**config.mk**
```make
export PLATFORM = sky130hd
export DESIGN_NAME = bus_ctrl_l2_block_adapter_flat
export DESIGN_NICKNAME = d
export VERILOG_FILES = /design/src/rtl/bus_ctrl_l2_block_adapter_if.sv /design/src/rtl/bus_ctrl_l2_block_adapter.sv /design/src/flat_wrapper.sv
export SDC_FILE = /design/constraint.sdc
export NUM_CORES = 1
export LEC_CHECK = 0
export CAP_MARGIN = 0
export CORE_UTILIZATION = 44
export CTS_CLUSTER_SIZE = 8
export DETAILED_ROUTE_END_ITERATION = 8
export PLACE_DENSITY = 0.92
export SYNTH_ARGS = -nofsm -noshare
export SYNTH_HDL_FRONTEND = slang
export SYNTH_SLANG_ARGS = --single-unit
```
**constraint.sdc**
```tcl
create_clock -name CLK -period 2.1 [get_ports CLK]
set_input_delay 0.42 -clock CLK [delete_from_list [all_inputs] [get_ports CLK]]
set_output_delay 0.42 -clock CLK [all_outputs]
set_load 0.05 [all_outputs]
```
**src/rtl/bus_ctrl_l2_block_adapter_if.sv**
```systemverilog
// Signal bundle between the coherence bus controller L2 port, the block adapter and the L2 bus.
// slave: adapter view (accepts block requests, drives word strobes); master: environment view.
interface bus_ctrl_l2_block_adapter_if #(
   parameter int unsigned BLOCK_SIZE_WORDS = 2,
   parameter int unsigned WORD_W           = 32,
   parameter int unsigned ADDR_W           = 32
);
   logic                               bus_ren;
   logic                               bus_wen;
   logic [ADDR_W-1:0]                  bus_addr;
   logic [BLOCK_SIZE_WORDS*WORD_W-1:0] bus_wdata;
   logic [BLOCK_SIZE_WORDS*WORD_W-1:0] bus_rdata;
   logic                               bus_done;
   logic                               bus_busy;
   logic                               bus_error;
   logic                               l2_ren;
   logic                               l2_wen;
   logic [ADDR_W-1:0]                  l2_addr;
   logic [WORD_W-1:0]                  l2_wdata;
   logic [WORD_W-1:0]                  l2_rdata;
   logic                               l2_busy;

   modport slave (
      input  bus_ren, bus_wen, bus_addr, bus_wdata, l2_rdata, l2_busy,
      output bus_rdata, bus_done, bus_busy, bus_error, l2_ren, l2_wen, l2_addr, l2_wdata
   );

   modport master (
      output bus_ren, bus_wen, bus_addr, bus_wdata, l2_rdata, l2_busy,
      input  bus_rdata, bus_done, bus_busy, bus_error, l2_ren, l2_wen, l2_addr, l2_wdata
   );
endinterface

```
**src/rtl/bus_ctrl_l2_block_adapter.sv**
```systemverilog
// Splits one block-wide L2 request into sequential word transfers and reassembles read blocks.
// Define L2_TIMEOUT_EN to add a per-word watchdog that abandons a stalled block with bus_error.
module bus_ctrl_l2_block_adapter #(
   parameter int unsigned BLOCK_SIZE_WORDS = 2,
   parameter int unsigned WORD_W           = 32,
   parameter int unsigned ADDR_W           = 32,
   parameter int unsigned L2_TIMEOUT       = 50
) (
   input logic                        CLK,
   input logic                        nRST,
   bus_ctrl_l2_block_adapter_if.slave bif
);
   localparam int unsigned      BLK_W      = BLOCK_SIZE_WORDS * WORD_W;
   localparam int unsigned      CNT_W      = (BLOCK_SIZE_WORDS > 1) ? $clog2(BLOCK_SIZE_WORDS) : 1;
   localparam int unsigned      OFF_BITS   = $clog2(BLK_W / 8);
   localparam logic [ADDR_W-1:0] OFF_MASK  = ADDR_W'((64'd1 << OFF_BITS) - 64'd1);
   localparam logic [ADDR_W-1:0] WORD_BYTES = ADDR_W'(WORD_W / 8);
   localparam logic [CNT_W-1:0] LAST_WORD  = CNT_W'(BLOCK_SIZE_WORDS - 1);

   if (BLOCK_SIZE_WORDS == 0 || (BLOCK_SIZE_WORDS & (BLOCK_SIZE_WORDS - 1)) != 0) begin : g_bad_block
      $error("BLOCK_SIZE_WORDS must be a non-zero power of two");
   end
   if (L2_TIMEOUT < 1) begin : g_bad_timeout
      $error("L2_TIMEOUT must be at least 1");
   end

   typedef enum logic [1:0] {IDLE, XFER, DONE} state_t;

   state_t             state, state_nxt;
   logic [ADDR_W-1:0]  base_q;
   logic [BLK_W-1:0]   wdata_q;
   logic [BLK_W-1:0]   rdata_q;
   logic               op_wr_q;
   logic [CNT_W-1:0]   cnt_q;
   logic               start;
   logic               word_ok;
   logic               last_word;
   logic               timeout;
   logic               l2_ren_c, l2_wen_c;
   logic [ADDR_W-1:0]  l2_addr_c;
   logic [WORD_W-1:0]  l2_wdata_c;

   assign start     = bif.bus_ren | bif.bus_wen;
   assign word_ok   = (state == XFER) & ~bif.l2_busy;
   assign last_word = (cnt_q == LAST_WORD);

   always_ff @(posedge CLK or negedge nRST) begin
      if (!nRST) state <= IDLE;
      else       state <= state_nxt;
   end

   always_comb begin
      state_nxt  = state;
      l2_ren_c   = 1'b0;
      l2_wen_c   = 1'b0;
      l2_addr_c  = '0;
      l2_wdata_c = '0;
      case (state)
         IDLE: if (start) state_nxt = XFER;
         XFER: begin
            l2_ren_c  = ~op_wr_q;
            l2_wen_c  = op_wr_q;
            l2_addr_c = base_q + ADDR_W'(cnt_q) * WORD_BYTES;
            if (op_wr_q) l2_wdata_c = wdata_q[cnt_q*WORD_W +: WORD_W];
            if ((word_ok && last_word) || timeout) state_nxt = DONE;
         end
         DONE:    state_nxt = IDLE;
         default: state_nxt = IDLE;
      endcase
   end

   always_ff @(posedge CLK or negedge nRST) begin
      if (!nRST) begin
         base_q  <= '0;
         wdata_q <= '0;
         rdata_q <= '0;
         op_wr_q <= 1'b0;
         cnt_q   <= '0;
      end else begin
         case (state)
            IDLE: if (start) begin
               base_q  <= bif.bus_addr & ~OFF_MASK;
               wdata_q <= bif.bus_wdata;
               op_wr_q <= bif.bus_wen;
               cnt_q   <= '0;
            end
            XFER: if (word_ok) begin
               if (!op_wr_q) rdata_q[cnt_q*WORD_W +: WORD_W] <= bif.l2_rdata;
               if (!last_word) cnt_q <= cnt_q + 1'b1;
            end
            default: ;
         endcase
      end
   end

`ifdef L2_TIMEOUT_EN
   localparam int unsigned WD_W = $clog2(L2_TIMEOUT + 1);

   logic [WD_W-1:0] wdog_q;
   logic            err_q;

   assign timeout = (state == XFER) & bif.l2_busy & (wdog_q == WD_W'(L2_TIMEOUT - 1));

   // err_q is set on the edge into DONE and cleared on the edge out of it.
   always_ff @(posedge CLK or negedge nRST) begin
      if (!nRST) begin
         wdog_q <= '0;
         err_q  <= 1'b0;
      end else if (state == XFER) begin
         if (word_ok) wdog_q <= '0;
         else         wdog_q <= wdog_q + 1'b1;
         if (timeout) err_q <= 1'b1;
      end else begin
         wdog_q <= '0;
         err_q  <= 1'b0;
      end
   end

   assign bif.bus_error = err_q;
`else
   assign timeout       = 1'b0;
   assign bif.bus_error = 1'b0;
`endif

   assign bif.bus_rdata = rdata_q;
   assign bif.bus_done  = (state == DONE);
   assign bif.bus_busy  = (state != IDLE);
   assign bif.l2_ren    = l2_ren_c;
   assign bif.l2_wen    = l2_wen_c;
   assign bif.l2_addr   = l2_addr_c;
   assign bif.l2_wdata  = l2_wdata_c;
endmodule

```
**src/flat_wrapper.sv**
```systemverilog
// flat-port wrapper written by rule: the top's interface ports become plain ports
module bus_ctrl_l2_block_adapter_flat 
#(
   parameter int unsigned BLOCK_SIZE_WORDS = 2,
   parameter int unsigned WORD_W           = 32,
   parameter int unsigned ADDR_W           = 32,
   parameter int unsigned L2_TIMEOUT       = 50
)
  (CLK, nRST, bif_bus_ren, bif_bus_wen, bif_bus_addr, bif_bus_wdata, bif_l2_rdata, bif_l2_busy, bif_bus_rdata, bif_bus_done, bif_bus_busy, bif_bus_error, bif_l2_ren, bif_l2_wen, bif_l2_addr, bif_l2_wdata);
  bus_ctrl_l2_block_adapter_if #(.BLOCK_SIZE_WORDS(BLOCK_SIZE_WORDS), .WORD_W(WORD_W), .ADDR_W(ADDR_W)) bif_i ();
  input logic CLK;
  input logic nRST;
  input wire logic [$bits(bif_i.bus_ren)-1:0] bif_bus_ren;
  input wire logic [$bits(bif_i.bus_wen)-1:0] bif_bus_wen;
  input wire logic [$bits(bif_i.bus_addr)-1:0] bif_bus_addr;
  input wire logic [$bits(bif_i.bus_wdata)-1:0] bif_bus_wdata;
  input wire logic [$bits(bif_i.l2_rdata)-1:0] bif_l2_rdata;
  input wire logic [$bits(bif_i.l2_busy)-1:0] bif_l2_busy;
  output wire logic [$bits(bif_i.bus_rdata)-1:0] bif_bus_rdata;
  output wire logic [$bits(bif_i.bus_done)-1:0] bif_bus_done;
  output wire logic [$bits(bif_i.bus_busy)-1:0] bif_bus_busy;
  output wire logic [$bits(bif_i.bus_error)-1:0] bif_bus_error;
  output wire logic [$bits(bif_i.l2_ren)-1:0] bif_l2_ren;
  output wire logic [$bits(bif_i.l2_wen)-1:0] bif_l2_wen;
  output wire logic [$bits(bif_i.l2_addr)-1:0] bif_l2_addr;
  output wire logic [$bits(bif_i.l2_wdata)-1:0] bif_l2_wdata;
  assign bif_i.bus_ren = bif_bus_ren;
  assign bif_i.bus_wen = bif_bus_wen;
  assign bif_i.bus_addr = bif_bus_addr;
  assign bif_i.bus_wdata = bif_bus_wdata;
  assign bif_i.l2_rdata = bif_l2_rdata;
  assign bif_i.l2_busy = bif_l2_busy;
  assign bif_bus_rdata = bif_i.bus_rdata;
  assign bif_bus_done = bif_i.bus_done;
  assign bif_bus_busy = bif_i.bus_busy;
  assign bif_bus_error = bif_i.bus_error;
  assign bif_l2_ren = bif_i.l2_ren;
  assign bif_l2_wen = bif_i.l2_wen;
  assign bif_l2_addr = bif_i.l2_addr;
  assign bif_l2_wdata = bif_i.l2_wdata;
  bus_ctrl_l2_block_adapter #(.BLOCK_SIZE_WORDS(BLOCK_SIZE_WORDS), .WORD_W(WORD_W), .ADDR_W(ADDR_W), .L2_TIMEOUT(L2_TIMEOUT)) u_core (.CLK(CLK), .nRST(nRST), .bif(bif_i));
endmodule
```
# Word level (Yosys, flattened, before mapping)
# Index checks and enable logic that the tools add are counted.
# Widths: inputs -> output; s select.
totals:
  input_bits: 133
  out_inout_bits: 133
  ff_bits: 161
  elab_cells: 42
classes:
  shift: 3
  n_reduce_logical: 8
  n_eq_ne: 5
  bitwise_logic: 4
  muxes: 13
  n_addsub: 3
op_table:
  columns: ["op", "count"]
  rows:
  - ["$mux 32", 3]
  - ["$bwmux 64", 1]
  - ["$shift 32x34->64 const A", 1]
  - ["$shiftx 32x34->64", 1]
  - ["$shiftx 64x7->32", 1]
  - ["$neg 6->34", 1]
  - ["$add 32x3->32", 1]
  - ["$reduce_and 3->1", 2]
  - ["$mux 1", 5]
  - ["$mux 2", 2]
  - ["$ne 2x1->1 const B", 2]
  - ["$pmux 2 s2", 1]
  - ["$reduce_and 2->1", 2]
  - ["$reduce_bool 2->1", 2]
  - ["$eq 2x1->1 const B", 1]
  - ["$eq 2x2->1 const B", 1]
  - ["$logic_not 2->1", 1]
  - ["$ne 2x2->1 const B", 1]
  - ["$not 1->1", 2]
  - ["$pmux 1 s2", 1]
  - ["$add 1x1->1 const B", 1]
  - ["$and 1x1->1", 1]
  - ["$logic_and 1x1->1", 1]
  - ["$or 1x1->1", 1]

# Longest topological paths before layout
depth:
  ltp_word: 5
  depth_mapped: 6
  ltp_nobuf: 3

# Worst setup path before layout
# Ideal clock, no wire load.
synth_timing:
  path_type: "register -> output"
  from: "reg u_core.state[1]"
  to: "out bif_l2_wdata[10]"
  stages_incl_launch_ff: 5
  setup_slack_ps: 93
  t_arrival_ps: 1587
  required_ps: 1680
  n_path_buf: 1
  path_cell_list: "dfrtp_1 -> nor2b_4 -> nand2_1 -> clkbuf_1 -> nor2_1"
synth_via:
  elab_chain_len: 2
synth_rtl:
  columns: ["item", "line", "source"]
  rows:
  - ["start, declared", "bus_ctrl_l2_block_adapter.sv:29", "state_t state, state_nxt;"]
  - ["start signal, assigned", "bus_ctrl_l2_block_adapter.sv:49", "else state <= state_nxt;"]
  - ["$eq 2x1->1", "bus_ctrl_l2_block_adapter.sv:58", "case (state)"]
  - ["$mux 32", "bus_ctrl_l2_block_adapter.sv:58", null]
  - ["end, declared", "flat_wrapper.sv:26", "output wire logic [$bits(bif_i.l2_wdata)-1:0] bif_l2_wdata;"]
# No other way between the ends.

# Final worst setup path
layout_timing:
  from: "reg u_core.state[1]"
  to: "out bif_l2_wdata[24]"
# The elaborated chain is that of the path after synthesis.

==> impl_metrics.py <==
metrics = {
    "status": {
        "run_status": "complete, but fails checks",
        "failed_checks": "negative setup slack",
    },
    "drt": {
        "route.detailed.wl_per_inst_um": 20.57,
        "starting_drt_drc_count": 148,
        "via_count": 4833,
        "routed_wl_mm": 19.64,
        "drt.antenna.violating_nets": 0,
        "number_of_remaining_drc_errors": 0,
        "routed_via_density": 5.061,
        "drt_pass1_iterations": 6,
    },
    "setup_path": {
        "worstPathMaxFanout": 8,
        "cpMaxStageDelayCell": "sky130_fd_sc_hd__dfrtp_2",
        "reg2reg_from": "u_core.state[0]",
        "worst_setup_path_start_kind": "flip-flop",
        "crit_arrival_ns": 1.71,
        "timing.critical_path.cells": "nor2b_4 > nand2_4 > clkbuf_16 > nor2_4 > buf_12",
        "crit_path_max_incr_delay_ns": 0.45,
        "regToRegEndpoint": "u_core.wdata_q[35]",
        "critical_path_required_ns": 1.68,
        "regToRegSetupSlack_ns": 0.30,
        "worstSetupPathType": "flip-flop to output pin",
        "cp_top_family": "simple AND/OR/NAND/NOR gates",
        "timing.reg2reg.worst_path_depth": 5,
        "critPathCaptureType": "output pin",
        "worstPathBufferInverterCount": 2,
    },
    "floorplan": {
        "dieArea_sq_um": 16290,
        "die-width_um": 127.6,
        "core-area_sq_um": 15310,
        "placementRows": 45,
        "floorplan.initialDensity": 0.4533,
        "design.portCount": 266,
        "dieHeight_um": 127.6,
    },
    "timing": {
        "finalClockSkew_ns": 0.007176,
        "tcrit_tclk_final": 1.013,
        "setup_viol": 5,
        "final.setup.worst_slack_ns": -0.02690,
        "slew-limit-headroom": 0.6211,
        "slew_violations": 0,
        "setup_repair_after_global_routing_missed_its_margin": "yes",
        "worst-slew-pin-transition_ns": 0.5674,
        "hold_viol_final": 0,
        "post-route-min-period_ns": 2.127,
        "max_freq_ghz": 0.4702,
    },
    "clock_tree": {
        "cts.sink_count": 161,
        "clkTransAtPathRegs_ns": 0.06,
        "tritoncts_clock_tree": "done",
        "later_pin_clock_latency_in_the_skew_report_ns": 0.42,
        "ctsRootBufferMaster": "sky130_fd_sc_hd__clkbuf_16",
        "cts_inserted_buffers": 17,
        "htreeDepth": 4,
        "ctsLongestPathBuffers": 2,
    },
    "place": {
        "routabilityCongestion": 0.7628,
        "dpl.hpwl_mm": 13.09,
        "dpl_cell_area_sq_um": 10440,
        "numPlacedInstances": 916,
        "numPortBuffers": 259,
    },
    "synthesis": {
        "yosys_warnings": 0,
        "synthAdderAreaFrac": 0,
        "post_synth_xor_area_fraction": 0,
        "post_synth_inst_count": 463,
        "synth-compound-area-share": 0.003965,
        "synth_top_family_by_area": "multiplexers",
        "synth_mux_area_frac": 0.3267,
        "synth.avg_cell_area_sq_um": 15.00,
        "postSynthRegisterBits": 161,
        "part_of_the_yosys_area_used_for_sequential_elements": 0.5803,
        "yosys.area_share.simple": 0.05478,
        "cell_area_after_synthesis_sq_um": 6943,
        "synth_cell_types": 25,
    },
    "global_routing": {
        "grt_start_max_net_pins": 50,
        "grt_pass1_vias": 5193,
        "globalRouteOverflowTotal": 0,
        "global_route_wire_length_before_repair_mm": 28.54,
        "grt_antenna_before_repair": 0,
        "globalRouteTotalUtil": 0.2324,
    },
    "worst_hold_path": {
        "hold_start": "u_core.base_q[20]",
        "hold_path_end": "u_core.base_q[20]",
        "worst_hold_path_type": "flip-flop to flip-flop",
        "hold_depth": 1,
    },
    "cells_and_area": {
        "stdcell_count": 955,
        "finish.net_count": 864,
        "total_inserted_antenna_cells": 0,
        "final_cell_area_sq_um": 11480,
        "proportion_of_layout_cells_with_a_drive_suffix_above_1": 0.4409,
        "synthToLayoutAreaGrowth_pct": 65.29,
    },
    "job": {
        "maxCapViolations": 0,
    },
}
[worst reg2reg max path, delay by kind of cell (launching register included)]
family	cells	cell delay, ns
buffers and inverters	2	0.48
multiplexers	1	0.39
flip-flops	1	0.40
AND/OR/NAND/NOR	1	0.20
AO/OA/AOI/OAI	1	0.21
[layout by cell type, fill, tap and decap left out, types with 4 or more instances in the layout]
master                              n
sky130_fd_sc_hd__and2_1            26
sky130_fd_sc_hd__buf_12            74
sky130_fd_sc_hd__buf_4              5
sky130_fd_sc_hd__clkbuf_16         20
sky130_fd_sc_hd__clkdlybuf4s50_1  190
sky130_fd_sc_hd__clkinvlp_4         4
sky130_fd_sc_hd__dfrtp_1          159
sky130_fd_sc_hd__mux2_1             7
sky130_fd_sc_hd__mux2_2           102
sky130_fd_sc_hd__mux2_4            48
sky130_fd_sc_hd__mux2i_1           10
sky130_fd_sc_hd__mux2i_2           22
sky130_fd_sc_hd__nor2_4            32
[final cells by class]
class	count	area [sq um]
flip-flops and latches	161	4031
multi-input cells	270	3033
repair buffers	278	3562
inverters	3	11.26
clock buffers	22	474.2
clock inverters	10	100.1
fillers	889	3839
well taps	211	264.0
[state kept, by name, summed over array words and instances (netlist names)]
| signal | count |
|---|---|
| u_core.bif.bus_rdata | 64 |
| u_core.wdata_q | 64 |
| u_core.base_q | 29 |
| u_core.state | 2 |
| u_core.cnt_q | 1 |
| u_core.op_wr_q | 1 |
[cell usage after synthesis]
cell                       count  share of area
sky130_fd_sc_hd__a22o_1        1         0.0013
sky130_fd_sc_hd__and2_1       29          0.026
sky130_fd_sc_hd__and3_1        1        0.00090
sky130_fd_sc_hd__buf_2        10         0.0072
sky130_fd_sc_hd__buf_4         5         0.0054
sky130_fd_sc_hd__buf_6        10          0.016
sky130_fd_sc_hd__clkbuf_1      6         0.0032
sky130_fd_sc_hd__conb_1        1        0.00054
sky130_fd_sc_hd__dfrtp_1     161           0.58
sky130_fd_sc_hd__inv_1         3         0.0016
sky130_fd_sc_hd__mux2_1        7          0.011
sky130_fd_sc_hd__mux2_2      102           0.17
sky130_fd_sc_hd__mux2_4       48           0.10
sky130_fd_sc_hd__mux2i_1      32          0.046
sky130_fd_sc_hd__nand2_1       2         0.0011
sky130_fd_sc_hd__nand2b_1      2         0.0018
sky130_fd_sc_hd__nand3_2       1         0.0014
sky130_fd_sc_hd__nor2_1       35          0.019
sky130_fd_sc_hd__nor2_2        1        0.00090
sky130_fd_sc_hd__nor2b_1       1        0.00090
sky130_fd_sc_hd__nor2b_4       1         0.0020
sky130_fd_sc_hd__nor3_1        1        0.00072
sky130_fd_sc_hd__o21a_1        1         0.0011
sky130_fd_sc_hd__o21ai_0       1        0.00072
sky130_fd_sc_hd__o22ai_1       1        0.00090
[layer usage]
metal,share of wire,global-route usage,wire [um]
met4,0.027,0.08651,525
met1,0.39,0.2678,7601
met3,0.072,0.07580,1408
met5,0.00031,0,6
met2,0.51,0.4034,10100
[worst max path at each step]
stage,from,endpoint,cells after the start
after CTS,u_core.state[0],bif_l2_wdata[30],5
after floorplan,u_core.state[1],bif_l2_wdata[10],4
after global routing,u_core.cnt_q,bif_l2_wdata[3],4
final,u_core.state[1],bif_l2_wdata[24],5
after detailed placement,bif_l2_busy,u_core.bif.bus_rdata[4],5
after global placement,bif_l2_busy,u_core.bif.bus_rdata[10],5
[stage by stage]
step / setup slack [ns] / setup TNS (ns) / util / hold slack [ns]
after floorplan: 0.09338 / 0 / - / 0.1244
after global placement: 0.1242 / 0 / 0.6814 / 0.3972
after detailed placement: 0.06135 / 0 / 0.6814 / 0.4101
after CTS: -0.06485 / -1.311 / 0.7200 / 0.5027
after global routing: -0.08251 / -1.429 / 0.7493 / 0.5128
final: -0.02690 / -0.07117 / 0.7493 / 0.4999
[timing repair]
item                                    4_1_cts  5_1_grt
endpoints found under the hold margin        45        0
buffers inserted                              0        1
gates cloned                                  0        5
endpoints found under the setup margin       33       34
hold buffers                                  1        0
pin swaps                                     0       26
gates resized for setup                       5       96
[kinds of logic after synthesis]
family / Yosys count
buffers and inverters: 34
multiplexers: 189
other: 1
AND/OR/NAND/NOR: 74
AO/OA/AOI/OAI: 4
flip-flops: 161
Power is left out: the tool's default activity adds up to more than one toggle a clock period on the data nets, which glitch-free logic cannot reach.
